==> config.mk <==
export PLATFORM = sky130hd
export DESIGN_NAME = missle_launcher
export DESIGN_NICKNAME = d
export VERILOG_FILES = /design/src/rtl/missle_pkg.sv /design/src/rtl/lfsr16.sv /design/src/rtl/missle_launcher.sv
export SDC_FILE = /design/constraint.sdc
export NUM_CORES = 1
export LEC_CHECK = 0
export BUFFER_PORTS_ARGS = -buffer_cell sky130_fd_sc_hd__buf_2
export CAP_MARGIN = 10
export CORE_ASPECT_RATIO = 1.1
export CORE_MARGIN = 3
export CORE_UTILIZATION = 59
export CTS_CLUSTER_SIZE = 10
export DETAILED_ROUTE_END_ITERATION = 6
export GPL_TIMING_DRIVEN = 0
export MAX_ROUTING_LAYER = met4
export PLACE_DENSITY = 0.84
export SETUP_SLACK_MARGIN = 0.3
export SLEW_MARGIN = 10
export SYNTH_ARGS = -nofsm -noshare
export SYNTH_HDL_FRONTEND = slang
export SYNTH_SLANG_ARGS = --single-unit
export TNS_END_PERCENT = 50
==> constraint.sdc <==
create_clock -name Clk -period 6.3 [get_ports Clk]
set_clock_uncertainty 0.05 [all_clocks]
set_input_delay 0.63 -clock Clk [delete_from_list [all_inputs] [get_ports Clk]]
set_output_delay 0.63 -clock Clk [all_outputs]
set_load 0.05 [all_outputs]
==> src/rtl/missle_pkg.sv <==
// ============================================================================
// missle_pkg -- shared types and defaults for the missile launcher.
// Rev 1.0
// ============================================================================
`default_nettype none

package missle_pkg;

  typedef enum logic [2:0] {
    S_IDLE     = 3'd0,
    S_COOLDOWN = 3'd1,
    S_READY    = 3'd2,
    S_LAUNCH   = 3'd3,
    S_FLIGHT   = 3'd4
  } launcher_state_t;

  localparam logic [7:0]  DEF_COOLDOWN_FRAMES = 8'd90;
  localparam logic [7:0]  DEF_FLIGHT_TIMEOUT  = 8'd120;
  localparam logic [9:0]  DEF_LAUNCH_OFFSET_Y = 10'd12;
  localparam logic [9:0]  DEF_LAUNCH_OFFSET_X = 10'd0;
  localparam logic [9:0]  DEF_Y_LIMIT         = 10'd380;
  localparam logic [15:0] LFSR_SEED           = 16'hACE1;

  // Jittered cooldown needs one extra bit to hold 255 + 31.
`ifdef RANDOM_COOLDOWN_EN
  localparam int CNT_W = 9;
`else
  localparam int CNT_W = 8;
`endif

endpackage

`default_nettype wire

==> src/rtl/lfsr16.sv <==
// ============================================================================
// lfsr16 -- 16-bit Fibonacci LFSR (taps 16,14,13,11), seeded on Reset.
// Rev 1.0
// ============================================================================
`default_nettype none

module lfsr16
  import missle_pkg::*;
(
  input  logic        Clk,
  input  logic        Reset,
  output logic [15:0] q
);

  logic [15:0] r_q;
  logic        w_fb;

  assign w_fb = r_q[15] ^ r_q[13] ^ r_q[12] ^ r_q[10];

  always_ff @(posedge Clk) begin
    if (Reset) begin
      r_q <= LFSR_SEED;
    end else begin
      r_q <= {r_q[14:0], w_fb};
    end
  end

  assign q = r_q;

endmodule

`default_nettype wire

==> src/rtl/missle_launcher.sv <==
// ============================================================================
// missle_launcher -- decides missile drops from the plane and sequences
// cooldown / flight; optional cooldown jitter via RANDOM_COOLDOWN_EN. Rev 1.0
// ============================================================================
`default_nettype none

module missle_launcher
  import missle_pkg::*;
#(
  parameter logic [7:0] COOLDOWN_FRAMES = DEF_COOLDOWN_FRAMES,
  parameter logic [7:0] FLIGHT_TIMEOUT  = DEF_FLIGHT_TIMEOUT,
  parameter logic [9:0] LAUNCH_OFFSET_Y = DEF_LAUNCH_OFFSET_Y,
  parameter logic [9:0] LAUNCH_OFFSET_X = DEF_LAUNCH_OFFSET_X,
  parameter logic [9:0] Y_LIMIT         = DEF_Y_LIMIT
) (
  input  logic       Clk,
  input  logic       Reset,
  input  logic       frame_clk,
  input  logic       enable,
  input  logic       auto_fire,
  input  logic       fire_req,
  input  logic [9:0] plane_x,
  input  logic [9:0] plane_y,
  input  logic       explored,
  output logic       launch,
  output logic [9:0] start_x,
  output logic [9:0] start_y,
  output logic       busy,
  output logic [7:0] shots
);

  launcher_state_t  r_state;
  launcher_state_t  w_next;

  logic             r_frame_q;
  logic             r_fe;
  logic [CNT_W-1:0] r_cnt;
  logic [CNT_W-1:0] w_cnt_nxt;
  logic [CNT_W-1:0] w_cd_load;
  logic [7:0]       r_fcnt;
  logic [7:0]       w_fcnt_nxt;
  logic             r_seen_low;
  logic             w_seen_low_nxt;
  logic             w_capture;
  logic [10:0]      w_sum_y;
  logic             w_y_ok;
  logic [9:0]       w_start_x;

  logic             r_launch;
  logic             r_busy;
  logic [9:0]       r_start_x;
  logic [9:0]       r_start_y;
  logic [7:0]       r_shots;

  assign w_sum_y   = {1'b0, plane_y} + {1'b0, LAUNCH_OFFSET_Y};
  assign w_y_ok    = (w_sum_y < {1'b0, Y_LIMIT});
  assign w_start_x = plane_x + LAUNCH_OFFSET_X;

`ifdef RANDOM_COOLDOWN_EN
  logic [15:0] w_lfsr_q;

  lfsr16 u_lfsr16 (
    .Clk   (Clk),
    .Reset (Reset),
    .q     (w_lfsr_q)
  );

  assign w_cd_load = {1'b0, COOLDOWN_FRAMES} + {4'b0000, w_lfsr_q[4:0]};
`else
  assign w_cd_load = COOLDOWN_FRAMES;
`endif

  always_ff @(posedge Clk) begin
    if (Reset) begin
      r_state <= S_IDLE;
    end else begin
      r_state <= w_next;
    end
  end

  // Priority inside each state: enable=0, then explored, then timeout, then fire.
  always_comb begin
    w_next         = r_state;
    w_cnt_nxt      = r_cnt;
    w_fcnt_nxt     = r_fcnt;
    w_seen_low_nxt = r_seen_low;
    w_capture      = 1'b0;
    case (r_state)
      S_IDLE: begin
        if (enable) begin
          w_next    = S_COOLDOWN;
          w_cnt_nxt = w_cd_load;
        end
      end
      S_COOLDOWN: begin
        if (!enable) begin
          w_next = S_IDLE;
        end else if (r_fe) begin
          if (r_cnt == '0) begin
            w_next = S_READY;
          end else begin
            w_cnt_nxt = r_cnt - 1'b1;
          end
        end
      end
      S_READY: begin
        if (!enable) begin
          w_next = S_IDLE;
        end else if (r_fe && (auto_fire || fire_req) && w_y_ok) begin
          w_capture = 1'b1;
          w_next    = S_LAUNCH;
        end
      end
      S_LAUNCH: begin
        w_seen_low_nxt = 1'b0;
        w_fcnt_nxt     = FLIGHT_TIMEOUT;
        w_next         = enable ? S_FLIGHT : S_IDLE;
      end
      S_FLIGHT: begin
        if (!enable) begin
          w_next = S_IDLE;
        end else if ((explored && r_seen_low) || (r_fe && (r_fcnt == 8'd0))) begin
          w_next    = S_COOLDOWN;
          w_cnt_nxt = w_cd_load;
        end else begin
          // A stale explored=1 must drop before it can end this flight.
          if (!explored) begin
            w_seen_low_nxt = 1'b1;
          end
          if (r_fe) begin
            w_fcnt_nxt = r_fcnt - 8'd1;
          end
        end
      end
      default: begin
        w_next = S_IDLE;
      end
    endcase
  end

  always_ff @(posedge Clk) begin
    if (Reset) begin
      r_frame_q  <= 1'b0;
      r_fe       <= 1'b0;
      r_cnt      <= '0;
      r_fcnt     <= 8'd0;
      r_seen_low <= 1'b0;
      r_launch   <= 1'b0;
      r_busy     <= 1'b0;
      r_start_x  <= 10'd0;
      r_start_y  <= 10'd0;
      r_shots    <= 8'd0;
    end else begin
      r_frame_q  <= frame_clk;
      r_fe       <= frame_clk & ~r_frame_q;
      r_cnt      <= w_cnt_nxt;
      r_fcnt     <= w_fcnt_nxt;
      r_seen_low <= w_seen_low_nxt;
      r_launch   <= (w_next == S_LAUNCH);
      r_busy     <= (w_next == S_FLIGHT);
      if (w_capture) begin
        r_start_x <= w_start_x;
        r_start_y <= w_sum_y[9:0];
        r_shots   <= r_shots + 8'd1;
      end
    end
  end

  assign launch  = r_launch;
  assign busy    = r_busy;
  assign start_x = r_start_x;
  assign start_y = r_start_y;
  assign shots   = r_shots;

endmodule

`default_nettype wire

==> impl_metrics.toml <==
[outcome]
status = "finished clean"

[routing]
wl_um = 5890
routedWlPerCell_um = 14.1
drt_iter0_drc = 193
drc_errors = 0
dr.pass1.iters = 4
ant_nets = 0
via_per_inst = 5.59
via_count = 2331

[critical_path]
end_kind = "register"
required_ns = 6.50
r2r_slack_ns = 4.06
r2r_end = "r_cnt[7]"
crit_arrival_ns = 2.76
cp-start-kind = "input port"
cp-startpoint = "plane_y[2]"
reg2reg_from = "r_fcnt[0]"
endpoint = "start_x[5]"
crit_type = "input port to register"
critPathMaxFanout = 10
ff2ff_path_depth = 7

[sta]
maxSlewHeadroom_pct = 56.5
hold_slack_ns = 0.339
setup_viol = 0
max_freq_ghz = 0.390
fin_crit_sh_pct = 40.7
tightestPinTransition_ns = 0.648
slew_viol_final = 0
rsz0062_at_grt = "no"
min_period_ns = 2.56
final-hold-violation-count = 0
tns_ns = 0

[synthesis]
synthCells = 300
synthTopCellsByCount = "dfxtp_1 (52), nand2b_1 (29), nor2_1 (27)"
synth_enable_flop_cells = 0
dominantRegCellSynth = "dfxtp_1"
ys_seq_area_share_pct = 38.3
yosys_register_bits = 52
async_reset_ff_share_pct = 0
synth_area_leaders = "dfxtp_1 (38%), nand2b_1 (6.7%), mux2_2 (5.4%), mux2i_1 (4.8%), nor2b_1 (4.1%)"
synth_cell_type_count = 57
netlist.area_leader.share_pct = 38.3
synth_top_area_cell = "dfxtp_1"
synth_area_per_cell_um2 = 9.06
synthMostInstantiatedCell = "dfxtp_1"
synth_area_um2 = 2720
syn-num-nets = 332
ys.warnings.count = 0

[layout]
drive_gt1_share_pct = 24.8
stdcell_area_um2 = 3170
nets = 394
fillCellCount = 367
area_growth_pct = 16.7
diodes = 0

[clocking]
max-clock-path-buffers = 2
post-cts-setup-buffers = 0
cts_tree = "done"
cts_buffers = 5
ctsHtreeMaxLevel = 2
clk_latency_ns = 0.31
clk_pin_slew_ns = 0.09
post_cts_resized = 0
postCtsHoldBufs = 0
root_buffer = "clkbuf_8"
clock_sinks = 52

[power_and_ir_drop]
p_per_area_nw_per_um2 = 202
vdd_ir_drop_max_uv = 123
p_leak_nw = 1.28

[placed_design]
place_area_um2 = 3060
gp_congestion = 0.897
place_hpwl_um = 4330
port_buffers = 55

[global_routing]
use_met3_pct = 4.85
use_met1_pct = 27.8
overflow = 0
grt_antenna_before_repair = 0
grt_pass1_wl_um = 10000
grt_max_degree = 17
groute.usage.overall_pct = 23.3
met2_usage_pct = 38.8
grt_busiest_layer = "met2"
grt_pass1_vias = 2266

[min_path]
holdCritStartpoint = "r_frame_q"
hp-class = "register to register"
holdPathStages = 1

[floorplanning]
num_io_pins = 57
die_width_um = 70.7
die_h_um = 77.2
start_util_pct = 62.1
rows = 25
coreArea_um2 = 4380
dieArea_um2 = 5460

[flow_run]
maxCapViolations = 0
-- state kept, by name, summed over array words and instances, names as in the netlist --
register    count
busy            1
launch          1
r_cnt           8
r_fcnt          8
r_fe            1
r_frame_q       1
r_seen_low      1
r_state         3
shots           8
start_x        10
start_y        10
-- placed cells by master, fill, tap and decap left out, types with 4 or more instances in the layout --
cell type  instances
dfxtp_1           52
nand4_1            9
buf_2             57
xnor2_1            6
clkbuf_8           5
nand2b_1          29
nor2_1            27
xor2_1             8
nor2b_1           18
nand3_1            7
a21oi_1           14
mux2i_1           13
o21ai_0            5
a2111oi_0          5
inv_1             11
ha_1               5
clkbuf_1          10
nor3b_1            4
nand2_1           11
mux2_2            13
-- cell families after synthesis --
family / synth area share [%]
and+or+nand+nor: 26.5
AOI/OAI and AO/OA: 13.6
buffers and inverters: 4.14
xor gates and xnor gates: 4.51
DFF: 38.3
muxes: 10.7
adders and majority gates: 2.30
-- worst max-delay path: stages --
cell      delay (ns)
buf_2           0.13
inv_1           0.07
ha_1            0.19
buf_4           0.16
nand2_1         0.08
o22ai_1         0.08
a311o_1         0.32
buf_2           0.18
a211oi_4        0.48
buf_6           0.24
mux2i_1         0.20
-- layout make-up --
| class | count | area (um^2) | area share, % |
|---|---|---|---|
| plain buffers | 15 | 71.3 | 2.25 |
| clock buffers | 6 | 72.6 | 2.29 |
| clock inverters | 2 | 38.8 | 1.22 |
| inverters | 11 | 41.3 | 1.30 |
| multi-input cells | 222 | 1570 | 49.3 |
| flip-flops and latches | 52 | 1040 | 32.8 |
| well taps | 54 | 67.6 | 2.13 |
| repair buffers | 55 | 275 | 8.68 |
-- where the power goes --
| part | switching, mW | internal (mW) | total (mW) |
|---|---|---|---|
| Combinational | 0.0393 | 0.0291 | 0.0684 |
| Sequential | 0.00506 | 0.333 | 0.338 |
| Clock | 0.113 | 0.120 | 0.233 |
-- worst min-delay path by stage --
stage / slack (ns) / end
final: 0.34 / r_fe
after global routing: 0.35 / r_fe
after CTS: 0.34 / r_fe
after detailed placement: 0.33 / r_fe
after global placement: 0.33 / r_fe
after floorplan: 0.32 / r_fe
-- metrics by stage --
step	worst slack (ns)	instances	power [mW]	util (%)
4_1_cts	3.74	417	0.645	72.5
5_1_grt	3.49	417	0.668	72.5
2_1_floorplan	3.78	300	0.391	-
3_5_place_dp	3.37	409	0.414	69.9
3_3_place_gp	3.43	409	0.411	69.9
6_report	3.74	417	0.640	72.5
-- per-layer routing --
| metal | vias up | part of all wire (%) |
|---|---|---|
| met5 | - | 0 |
| met4 | 0 | 1.4 |
| met3 | 7 | 4.6 |
| met2 | 49 | 51 |
| met1 | 1095 | 43 |
| li1 | 1180 | - |
No activity file was read; power rests on OpenSTA's default activity.
